===== config.mk =====
export PLATFORM = sky130hd
export DESIGN_NAME = button_conditioner
export DESIGN_NICKNAME = d
export VERILOG_FILES = /design/src/rtl/button_conditioner_pkg.sv /design/src/rtl/btn_debounce_bit.sv /design/src/rtl/button_conditioner.sv
export SDC_FILE = /design/constraint.sdc
export NUM_CORES = 1
export LEC_CHECK = 0
export CORE_AREA = 5 5 117 119
export CTS_CLUSTER_SIZE = 40
export DETAILED_ROUTE_END_ITERATION = 10
export DIE_AREA = 0 0 122 124
export PLACE_DENSITY = 0.57
export SYNTH_ARGS = -nofsm -noshare
export SYNTH_HDL_FRONTEND = slang
export SYNTH_SLANG_ARGS = --single-unit

===== constraint.sdc =====
create_clock -name clk -period 5.45 [get_ports clk]
set_input_delay 1.09 -clock clk [delete_from_list [all_inputs] [get_ports clk]]
set_output_delay 1.09 -clock clk [all_outputs]
set_load 0.05 [all_outputs]

===== src/rtl/button_conditioner_pkg.sv =====
// Shared constants and per-channel payload type for the push-button front end.
//   BTN_NUM_DEF          default number of button channels
//   BTN_DEBOUNCE_CYCLES  default qualification time (10 ms at 100 MHz)
//   BTN_EVENT_ADDR       memory-map offset of the sticky event register (read / clear)
//   btn_chan_t           registered outputs of one debounce channel
package button_conditioner_pkg;

  localparam int unsigned BTN_NUM_DEF         = 4;
  localparam int unsigned BTN_DEBOUNCE_CYCLES = 1000000;
  localparam logic [31:0] BTN_EVENT_ADDR      = 32'h0000_0010;

  typedef struct packed {
    logic level;  // debounced stable level
    logic press;  // one-cycle pulse on 0->1
    logic rls;    // one-cycle pulse on 1->0
  } btn_chan_t;

endpackage : button_conditioner_pkg


===== src/rtl/btn_debounce_bit.sv =====
// One button channel: 2-flop synchronizer, debounce counter, stable level and
// press/release pulse generation.
//   clk, rst    clock, async active-low reset
//   raw_i       raw asynchronous pad input (1 = pressed)
//   chan_o      registered {level, press, rls}
//   press_c     value being loaded into chan_o.press this cycle (feeds the event register)
module btn_debounce_bit
  import button_conditioner_pkg::*;
#(
  parameter int unsigned DEBOUNCE_CYCLES = BTN_DEBOUNCE_CYCLES,
  parameter int unsigned CNT_W           = $clog2(DEBOUNCE_CYCLES)
) (
  input  logic      clk,
  input  logic      rst,
  input  logic      raw_i,
  output btn_chan_t chan_o,
  output logic      press_c
);

  localparam logic [CNT_W-1:0] CNT_MAX = CNT_W'(DEBOUNCE_CYCLES - 1);

  logic             s1_q, s2_q;
  logic [CNT_W-1:0] cnt_q, cnt_d;
  logic             stable_q, stable_d;
  logic             press_q, rls_q, rls_c;

  // Two-flop synchronizer; only s2_q is used downstream.
  always_ff @(posedge clk or negedge rst) begin
    if (!rst) begin
      s1_q <= 1'b0;
      s2_q <= 1'b0;
    end else begin
      s1_q <= raw_i;
      s2_q <= s1_q;
    end
  end

  // Qualification: the level flips on the DEBOUNCE_CYCLES-th consecutive
  // differing sample; any matching sample restarts the count.
  always_comb begin
    cnt_d    = '0;
    stable_d = stable_q;
    press_c  = 1'b0;
    rls_c    = 1'b0;
    if (s2_q != stable_q) begin
      if (cnt_q == CNT_MAX) begin
        stable_d = s2_q;
        press_c  = s2_q;
        rls_c    = ~s2_q;
      end else begin
        cnt_d = cnt_q + CNT_W'(1);
      end
    end
  end

  // Level, counter and pulse registers.
  always_ff @(posedge clk or negedge rst) begin
    if (!rst) begin
      cnt_q    <= '0;
      stable_q <= 1'b0;
      press_q  <= 1'b0;
      rls_q    <= 1'b0;
    end else begin
      cnt_q    <= cnt_d;
      stable_q <= stable_d;
      press_q  <= press_c;
      rls_q    <= rls_c;
    end
  end

  assign chan_o = '{level: stable_q, press: press_q, rls: rls_q};

endmodule : btn_debounce_bit


===== src/rtl/button_conditioner.sv =====
// Push-button front end: per-button debounce channels plus a sticky
// "pressed since last clear" event register cleared through a mask.
//   clk, rst        clock, async active-low reset
//   buttons_raw_i   raw asynchronous pad inputs (1 = pressed)
//   buttons_o       debounced levels
//   press_o         one-cycle pulse on debounced 0->1
//   release_o       one-cycle pulse on debounced 1->0
//   event_o         sticky press flags
//   event_clr_i     per-bit clear mask for event_o, sampled every cycle
module button_conditioner
  import button_conditioner_pkg::*;
#(
  parameter int unsigned BTN_NUM         = BTN_NUM_DEF,
  parameter int unsigned DEBOUNCE_CYCLES = BTN_DEBOUNCE_CYCLES,
  parameter int unsigned CNT_W           = $clog2(DEBOUNCE_CYCLES)
) (
  input  logic               clk,
  input  logic               rst,
  input  logic [BTN_NUM-1:0] buttons_raw_i,
  output logic [BTN_NUM-1:0] buttons_o,
  output logic [BTN_NUM-1:0] press_o,
  output logic [BTN_NUM-1:0] release_o,
  output logic [BTN_NUM-1:0] event_o,
  input  logic [BTN_NUM-1:0] event_clr_i
);

  btn_chan_t          chan [BTN_NUM];
  logic [BTN_NUM-1:0] press_c;
  logic [BTN_NUM-1:0] event_q;

  // One independent debounce channel per button.
  for (genvar i = 0; i < BTN_NUM; i++) begin : g_chan
    btn_debounce_bit #(
      .DEBOUNCE_CYCLES (DEBOUNCE_CYCLES),
      .CNT_W           (CNT_W)
    ) u_deb (
      .clk     (clk),
      .rst     (rst),
      .raw_i   (buttons_raw_i[i]),
      .chan_o  (chan[i]),
      .press_c (press_c[i])
    );
    assign buttons_o[i] = chan[i].level;
    assign press_o[i]   = chan[i].press;
    assign release_o[i] = chan[i].rls;
  end

  // Sticky events; a press in the same cycle as its clear wins.
  always_ff @(posedge clk or negedge rst) begin
    if (!rst) begin
      event_q <= '0;
    end else begin
      event_q <= (event_q & ~event_clr_i) | press_c;
    end
  end

  assign event_o = event_q;

endmodule : button_conditioner

[After elaboration in Yosys (flattened, before gate mapping)]
Index checks and enable logic that the tools add are counted.
Word-level totals
  register bits after elaboration: 104
  bits in latches: 0
  RAM bits: 0
  bits in read-only memories: 0
  input port bits: 10
  output and inout bits: 16
  word-level logic and storage cells: 72
  memories kept: 0
Operators by class
  add/sub/neg operators: 4
  multipliers: 0
  div/mod/pow operators: 0
  order comparisons: 0
  eq/ne operators: 8
  shifts and indexed selects: 0
  muxes and demuxes: 24
  bitwise gates (word level): 7
  reductions and logical operators: 4
Operator list (count)
  $mux W20: 8
  $add A20 B1 Y20 const B: 4
  $eq A20 B20 Y1 const B: 4
  $mux W1: 16
  $reduce_and A2 Y1: 4
  $and A4 B4 Y4: 1
  $ne A1 B1 Y1: 4
  $not A1 Y1: 4
  $not A4 Y4: 1
  $or A4 B4 Y4: 1

[Depth between registers and ports, before layout]
Gate-level depths: netlist of the first run.
  depth after elaboration: 4
  depth in mapped cells: 6
  mapped depth without buffers: 5

[Cells and area by module]
A second synthesis of the first run with hierarchy kept.
Second synthesis, totals
  cells, all modules: 488
  area total of the unflattened synthesis: 4929.7 sq um
By module, submodules not included
  btn_debounce_bit: instances 4, cells each 119, area an instance 1196.1 sq um, sequential area each 625.6 sq um
  button_conditioner: instances 1, cells each 12, area an instance 145.1 sq um, sequential area each 100.1 sq um

[Least setup slack after synthesis of the first run]
No wires, ideal clock.
  path type: reg2reg
  start: reg g_chan[3].u_deb.cnt_q[7]
  end: reg g_chan[3].u_deb.stable_q
  setup time: 125 ps
  arrival: 2142 ps
  required time: 5325 ps
  slack: 3183 ps
  stages on the path, launching flop included: 5
  path buffers: 0
  period minus slack after synthesis: 2267 ps
  path through: dfrtp_1 -> or4_1 -> or4_4 -> or3_4 -> mux2_4
On the way
  cells in the longest elaborated chain, start to end: 2
RTL lines
  start, declared: line btn_debounce_bit.sv:23  | logic [CNT_W-1:0] cnt_q, cnt_d;
  start signal, assigned: line btn_debounce_bit.sv:64  | cnt_q <= cnt_d;
  $eq A20 B20 Y1: line btn_debounce_bit.sv:46  | if (cnt_q == CNT_MAX) begin
  $reduce_and A2 Y1 (no source line)
  end signal, assigned: line btn_debounce_bit.sv:65  | stable_q <= stable_d;
  end, declared: line btn_debounce_bit.sv:24  | logic stable_q, stable_d;
No other way between the ends.
A chain may end at the register's enable or synchronous reset.

[Worst setup path after layout of the first run]
  start: reg g_chan[3].u_deb.stable_q
  end: out buttons_o[3]
RTL lines
  end, declared: line button_conditioner.sv:20  | output logic [BTN_NUM-1:0] buttons_o,
No word-level cell between the ends.

==> results of run 1 <==
[placed cells by master, fill, tap and decap left out, types with 2 or more instances in the layout]
| cell type | instances |
|---|---|
| nand3b_1 | 3 |
| nor4_1 | 14 |
| clkdlybuf4s50_1 | 24 |
| o31ai_1 | 8 |
| inv_1 | 16 |
| buf_4 | 4 |
| and4b_1 | 2 |
| nand4_1 | 18 |
| ha_1 | 4 |
| clkbuf_16 | 9 |
| nor2_1 | 69 |
| clkinv_2 | 2 |
| a31o_2 | 3 |
| a21oi_1 | 21 |
| nor3_1 | 9 |
| dfrtp_1 | 104 |
| xor2_1 | 19 |
| nand2b_1 | 4 |
| nand2_1 | 26 |
| and4_1 | 5 |
| xnor2_1 | 36 |
| or4_1 | 12 |
| o31ai_2 | 2 |
| nand3_1 | 24 |
| and3_1 | 13 |
| o22ai_1 | 4 |
| mux2_2 | 3 |
| o21ai_0 | 11 |
| nor3b_1 | 4 |
| or3_1 | 11 |
[final timing paths]
path                                                      startpoint                                    to  slack (ns)  cells after the start
worst max-delay path            g_chan[3].u_deb.stable_q$_DFFE_PN0P_                          buttons_o[3]        2.76                      1
worst min-delay path                  g_chan[1].u_deb.s1_q$_DFF_PN0_        g_chan[1].u_deb.s2_q$_DFF_PN0_        0.34                      0
worst max register to register    g_chan[3].u_deb.cnt_q[7]$_DFF_PN0_   g_chan[3].u_deb.cnt_q[12]$_DFF_PN0_        3.01                      4
worst min register to register        g_chan[1].u_deb.s1_q$_DFF_PN0_        g_chan[1].u_deb.s2_q$_DFF_PN0_        0.34                      0
max in group asynchronous                                        rst    g_chan[0].u_deb.cnt_q[8]$_DFF_PN0_        3.57                      2
min in group asynchronous                                        rst  g_chan[1].u_deb.stable_q$_DFFE_PN0P_        0.74                      1
[stage by stage]
stage | instances | total power [mW] | util (%) | setup slack (ns)
CTS | 670 | 1.482 | 44.16 | 2.740
finish | 670 | 1.456 | 44.16 | 2.763
detailed placement | 656 | 0.8548 | 41.95 | 2.974
global route | 670 | 1.519 | 44.16 | 2.702
floorplan | 478 | 0.8249 | - | 3.183
global placement | 656 | 0.8544 | 41.95 | 3.036
[cell families (layout without fill, tap and decap cells)]
kind of cell	count (synthesis)	after routing	share of synthesized area, %
xor+xnor	55	55	9.892
simple gates	223	223	24.28
fa+ha+maj	4	4	1.028
flops	104	104	53.44
compound gates	50	50	6.423
buf+inv	38	58	3.931
mux	4	4	1.002
[final cells by class]
type / count / area, µm² / area share (%)
flip-flops and latches: 104 / 2603 / 47.27
multi-input cells: 336 / 2081 / 37.80
repair buffers: 28 / 270.3 / 4.909
clock buffers: 10 / 229.0 / 4.159
well taps: 172 / 215.2 / 3.909
inverters: 16 / 60.06 / 1.091
clock inverters: 4 / 47.55 / 0.8636
[sequential cells by signal, summed over array words and instances (netlist names)]
| signal | cells |
|---|---|
| g_chan.u_deb.s1_q | 4 |
| g_chan.u_deb.s2_q | 4 |
| event_o | 4 |
| g_chan.u_deb.cnt_q | 80 |
| g_chan.u_deb.rls_q | 4 |
| g_chan.u_deb.press_q | 4 |
| g_chan.u_deb.stable_q | 4 |
[power groups by stage]
stage / clock, mW / combinational, mW / sequential (mW)
3_5_place_dp: 0 / 0.0495 / 0.805
6_report: 0.617 / 0.0480 / 0.791
4_1_cts: 0.641 / 0.0502 / 0.791
5_1_grt: 0.671 / 0.0564 / 0.792
3_3_place_gp: 0 / 0.0494 / 0.805
2_1_floorplan: 0 / 0.0216 / 0.803
[metal layers]
metal,track usage [%],wire (µm),part of all wire (%),vias to the layer above
met1,16.42,4282,49,1638
met5,0,0,0,-
met2,21.37,3988,45,68
met3,3.088,389,4.4,11
li1,-,-,-,1703
met4,4.622,142,1.6,0
==> impl_metrics.json, run 1 <==
{
  "status": "finished, final reports clean",
  "grt_pass1_vias": 3471,
  "rsz0062_at_grt": "false",
  "cts.sinks": 104,
  "power.switching_uw": 308.1,
  "synth_edf_count": 0,
  "yosysMostFrequentCell": "dfrtp_1",
  "drv_slew": 0,
  "ys_ff_latch": 104,
  "skew_ns": 0.006142,
  "netlist_area_um2": 4870,
  "cp-start-kind": "flip-flop",
  "crit_path_top_delay_cell": "clkdlybuf4s50_1",
  "hpwlAfterDp_um": 5962,
  "ys_types": 39,
  "combinationalPowerShare_pct": 3.3,
  "min_period_ns": 2.687,
  "slowest_delay_ns": 0.84,
  "path_clk_slew_ns": 0.07,
  "leakage_nw": 2.206,
  "ys.flop_type": "dfrtp_1",
  "synth_common_cells": "104 x dfrtp_1, 69 x nor2_1, 36 x xnor2_1",
  "drtIter0Drc": 180,
  "dieWidth_um": 122,
  "cts_root_buf": "clkbuf_16",
  "required_ns": 4.36,
  "whs_ns": 0.3418,
  "final_cell_area_um2": 5505,
  "crit_chain": "clkdlybuf4s50_1",
  "coreArea_um2": 12470,
  "final_antenna_net_count": 0,
  "overflow": 0,
  "dr_total_vias": 3420,
  "hold_violations": 0,
  "htreeDepth": 3,
  "critical_path_buf_inv_count": 1,
  "cts_tree": "yes",
  "grt_max_degree": 58,
  "place_congestion": 0.8153,
  "endpoint_kind": "output port",
  "nNetsFinal": 509,
  "die_h_um": 124,
  "fmax_ghz": 0.3722,
  "num_rows": 41,
  "p_seq_share_pct": 54.3,
  "fp.dieArea_um2": 15130,
  "fin_crit_sh_pct": 49.29,
  "syn_to_final_growth_pct": 13.05,
  "ys_warn_count": 0,
  "dr.pass1.iters": 4,
  "crit_path_max_fanout": 5,
  "port_buffers": 25,
  "cts_resized": 0,
  "syn_nets": 492,
  "grt_usage_pct": 12.85,
  "intPower_mw": 1.148,
  "hold_buffers": 0,
  "criticalPathCategory": "reg2out",
  "ir_worst_vdd_mv": 0.1497,
  "worst_slew_margin_rel_pct": 50.34,
  "wl_per_cell_um": 13.14,
  "setup_violations": 0,
  "via_per_inst": 5.104,
  "cp.arrival_ns": 1.60,
  "clock_power_share_pct": 42.4,
  "cts_made_buffers": 9,
  "io_pins": 26,
  "async_flop_share_pct": 100.0,
  "grt_pass1_wl_um": 15880,
  "switching_share_pct": 21.16,
  "yosysTopAreaCell": "dfrtp_1",
  "path_delay_family": "buffers and inverters",
  "post-cts-setup-buffer-count": 0,
  "synth_area_leaders": "dfrtp_1 53%, xnor2_1 6.5%, nor2_1 5.3%",
  "antenna_found_initial": 0,
  "clock_latency_ns": 0.34,
  "syn_area_per_cell_um2": 10.19,
  "postPlaceCellArea_um2": 5229,
  "drv_cap": 0,
  "worstMarginPinSlew_ns": 0.7449,
  "cts_buffer_depth": 2,
  "yosysSeqAreaShare_pct": 53.44,
  "drive_above_1_share_pct": 6.426,
  "routed_wl_um": 8802,
  "remaining_drc_errors": 0,
  "hp-class": "reg2reg",
  "synth_top_area_share_pct": 53.44,
  "start_util_pct": 39.06,
  "syn_inst": 478,
  "diodes": 0,
  "fin_setup_tns_ns": 0,
  "fillCellCount": 1157,
  "power.density_nw_per_um2": 264.4
}
Note: power is estimated with default switching activity, not from simulation.
==> run 2: changes to the inputs <==
--- a/config.mk
+++ b/config.mk
@@ -9,7 +9,7 @@
 export CTS_CLUSTER_SIZE = 40
 export DETAILED_ROUTE_END_ITERATION = 10
 export DIE_AREA = 0 0 122 124
-export PLACE_DENSITY = 0.57
+export PLACE_DENSITY = 0.59
 export SYNTH_ARGS = -nofsm -noshare
 export SYNTH_HDL_FRONTEND = slang
 export SYNTH_SLANG_ARGS = --single-unit
==> constraint.sdc (replaced) <==
create_clock -name clk -period 2.2 [get_ports clk]
set_input_delay 0.44 -clock clk [delete_from_list [all_inputs] [get_ports clk]]
set_output_delay 0.44 -clock clk [all_outputs]
set_load 0.05 [all_outputs]
==> run 2 against run 1 <==
Against the previous run:
- utilization increased by 1.8 points
- flip-flop and latch count unchanged
- combinational power increased to 2.7 times the previous value
- wire length increased by 5.5%
- largest power group unchanged
- highest routed layer unchanged
- via count increased by 2.8%
- worst setup slack got worse by 2.8 ns
- sequential power increased by 150%
- critical path depth increased by 3
- largest cell class unchanged
- clock skew decreased by 0.0011 ns
- sequential share of layout area decreased by 1.9 points
==> impl_metrics.json, run 2 (same netlist as run 1, synthesis figures left out) <==
{
  "dr.pass1.iters": 4,
  "postLayoutCoreUtil_pct": 46.01,
  "antenna_found_initial": 0,
  "cp-start-kind": "flip-flop",
  "coreArea_um2": 12470,
  "cp.arrival_ns": 2.43,
  "fillCellCount": 1165,
  "drtIter0Drc": 194,
  "layout_commonest_cell": "dfrtp_1",
  "routed_wl_um": 9283,
  "grtUsageMet2_pct": 22.65,
  "wl_per_cell_um": 13.40,
  "mostFrequentLayoutCells": "104 x dfrtp_1, 69 x nor2_1, 36 x xnor2_1",
  "cts_made_buffers": 9,
  "drv_slew": 0,
  "fp.dieArea_um2": 15130,
  "final_cell_area_um2": 5736,
  "fmax_ghz": 0.4556,
  "dieWidth_um": 122,
  "grt_util_met3_pct": 2.679,
  "path_clk_slew_ns": 0.07,
  "endpoint_kind": "flip-flop",
  "cts_root_buf": "clkbuf_16",
  "met1_usage_pct": 17.95,
  "criticalPathCategory": "reg2reg",
  "r2r_slack_ns": 0.005,
  "clock_latency_ns": 0.35,
  "worst_slew_margin_rel_pct": 61.80,
  "grt_max_degree": 47,
  "place_congestion": 0.8203,
  "setup_violations": 0,
  "overflow": 0,
  "drive_above_1_share_pct": 11.32,
  "grt_pass1_wl_um": 16870,
  "final_antenna_net_count": 0,
  "skew_ns": 0.005082,
  "io_pins": 26,
  "worstMarginPinSlew_ns": 0.5731,
  "htreeDepth": 3,
  "whs_ns": 0.08774,
  "cts.sinks": 104,
  "largest_register_ffs": 80,
  "hpwlAfterDp_um": 6469,
  "top_usage_layer": "met2",
  "crit_path_max_fanout": 3,
  "ir_worst_vdd_mv": 0.4199,
  "via_per_inst": 5.074,
  "hold_violations": 0,
  "reg2reg_from": "g_chan[3].u_deb.cnt_q[7]$_DFF_PN0_",
  "grt_usage_pct": 13.94,
  "postPlaceCellArea_um2": 5376,
  "fin_crit_sh_pct": 99.76,
  "start_util_pct": 39.06,
  "crit_start": "g_chan[3].u_deb.cnt_q[7]$_DFF_PN0_",
  "num_rows": 41,
  "nNetsFinal": 530,
  "die_h_um": 124,
  "cts_tree": "yes",
  "min_period_ns": 2.195,
  "final-seq-area_um2": 2603,
  "rsz0062_at_grt": "true",
  "multi_input_area_um2": 2096,
  "required_ns": 2.43,
  "grt_pass1_vias": 3656,
  "place_inst": 674,
  "remaining_drc_errors": 0,
  "port_buffers": 25,
  "hp-class": "in2async",
  "syn_to_final_growth_pct": 17.78,
  "diodes": 0,
  "power.density_nw_per_um2": 660.8,
  "status": "finished, final reports clean",
  "fin_cells": 693,
  "cts_buffer_depth": 2,
  "drv_cap": 0,
  "leakage_nw": 2.336,
  "dr_total_vias": 3516,
  "max_flop_register": "g_chan.u_deb.cnt_q"
}
run 2: cell types whose count changed in the layout (fill, tap and decap cells not counted), sizes merged:
cell,delta
buf,+21
bufinv,+1
clkinv,+1
run 2: routing by layer:
layer  routed length, µm  part of all wire, %
met1                4512                   49
met2                4319                   47
met3                 240                  2.6
met4                 211                  2.3
met5                   0                    0
run 2: report_power, final:
| group | internal, mW | total [mW] | switching, mW |
|---|---|---|---|
| Combinational | 0.0488 | 0.129 | 0.0805 |
| Sequential | 1.94 | 1.96 | 0.0217 |
| Clock | 1.02 | 1.70 | 0.681 |
run 2: timing repair:
item	4_1_cts	5_1_grt
hold buffers	0	0
buffers inserted	1	2
gates resized for setup	2	1
pin swaps	1	0
setup endpoints to repair	3	3
hold endpoints to repair	0	0
run 2: worst max-delay path, stage by stage, from the launching register on:
cell and delay [ns]:
dfrtp_1 0.38, or4_1 0.52, or4_4 0.51, or3_4 0.37
mux2_4 0.30
run 2: area by class of cell:
cell class | instances | area share [%]
Timing Repair Buffer | 49 | 7.679
Clock buffer | 10 | 4.167
Multi-Input combinational cell | 336 | 36.54
Clock inverter | 6 | 1.440
Sequential cell | 104 | 45.38
Tap cell | 172 | 3.752
Inverter | 16 | 1.047
run 2: path summary, 6_finish.rpt:
kind | to | cells after the start
worst min register to register | g_chan[0].u_deb.s2_q$_DFF_PN0_ | 0
worst min-delay path | g_chan[1].u_deb.stable_q$_DFFE_PN0P_ | 1
worst max-delay path | g_chan[3].u_deb.stable_q$_DFFE_PN0P_ | 4
worst max register to register | g_chan[3].u_deb.stable_q$_DFFE_PN0P_ | 4
min in group clk | g_chan[0].u_deb.s2_q$_DFF_PN0_ | 0
max in group asynchronous | g_chan[0].u_deb.cnt_q[2]$_DFF_PN0_ | 2
run 2: stage by stage:
stage                TNS, ns  setup slack [ns]  power (mW)
floorplan                  0          0.002664       2.044
global placement    -0.01356          -0.01356       2.126
detailed placement  -0.09281          -0.05108       2.128
CTS                        0          0.008428       3.855
global route        -0.03595          -0.02093       3.952
finish                     0          0.005208       3.790
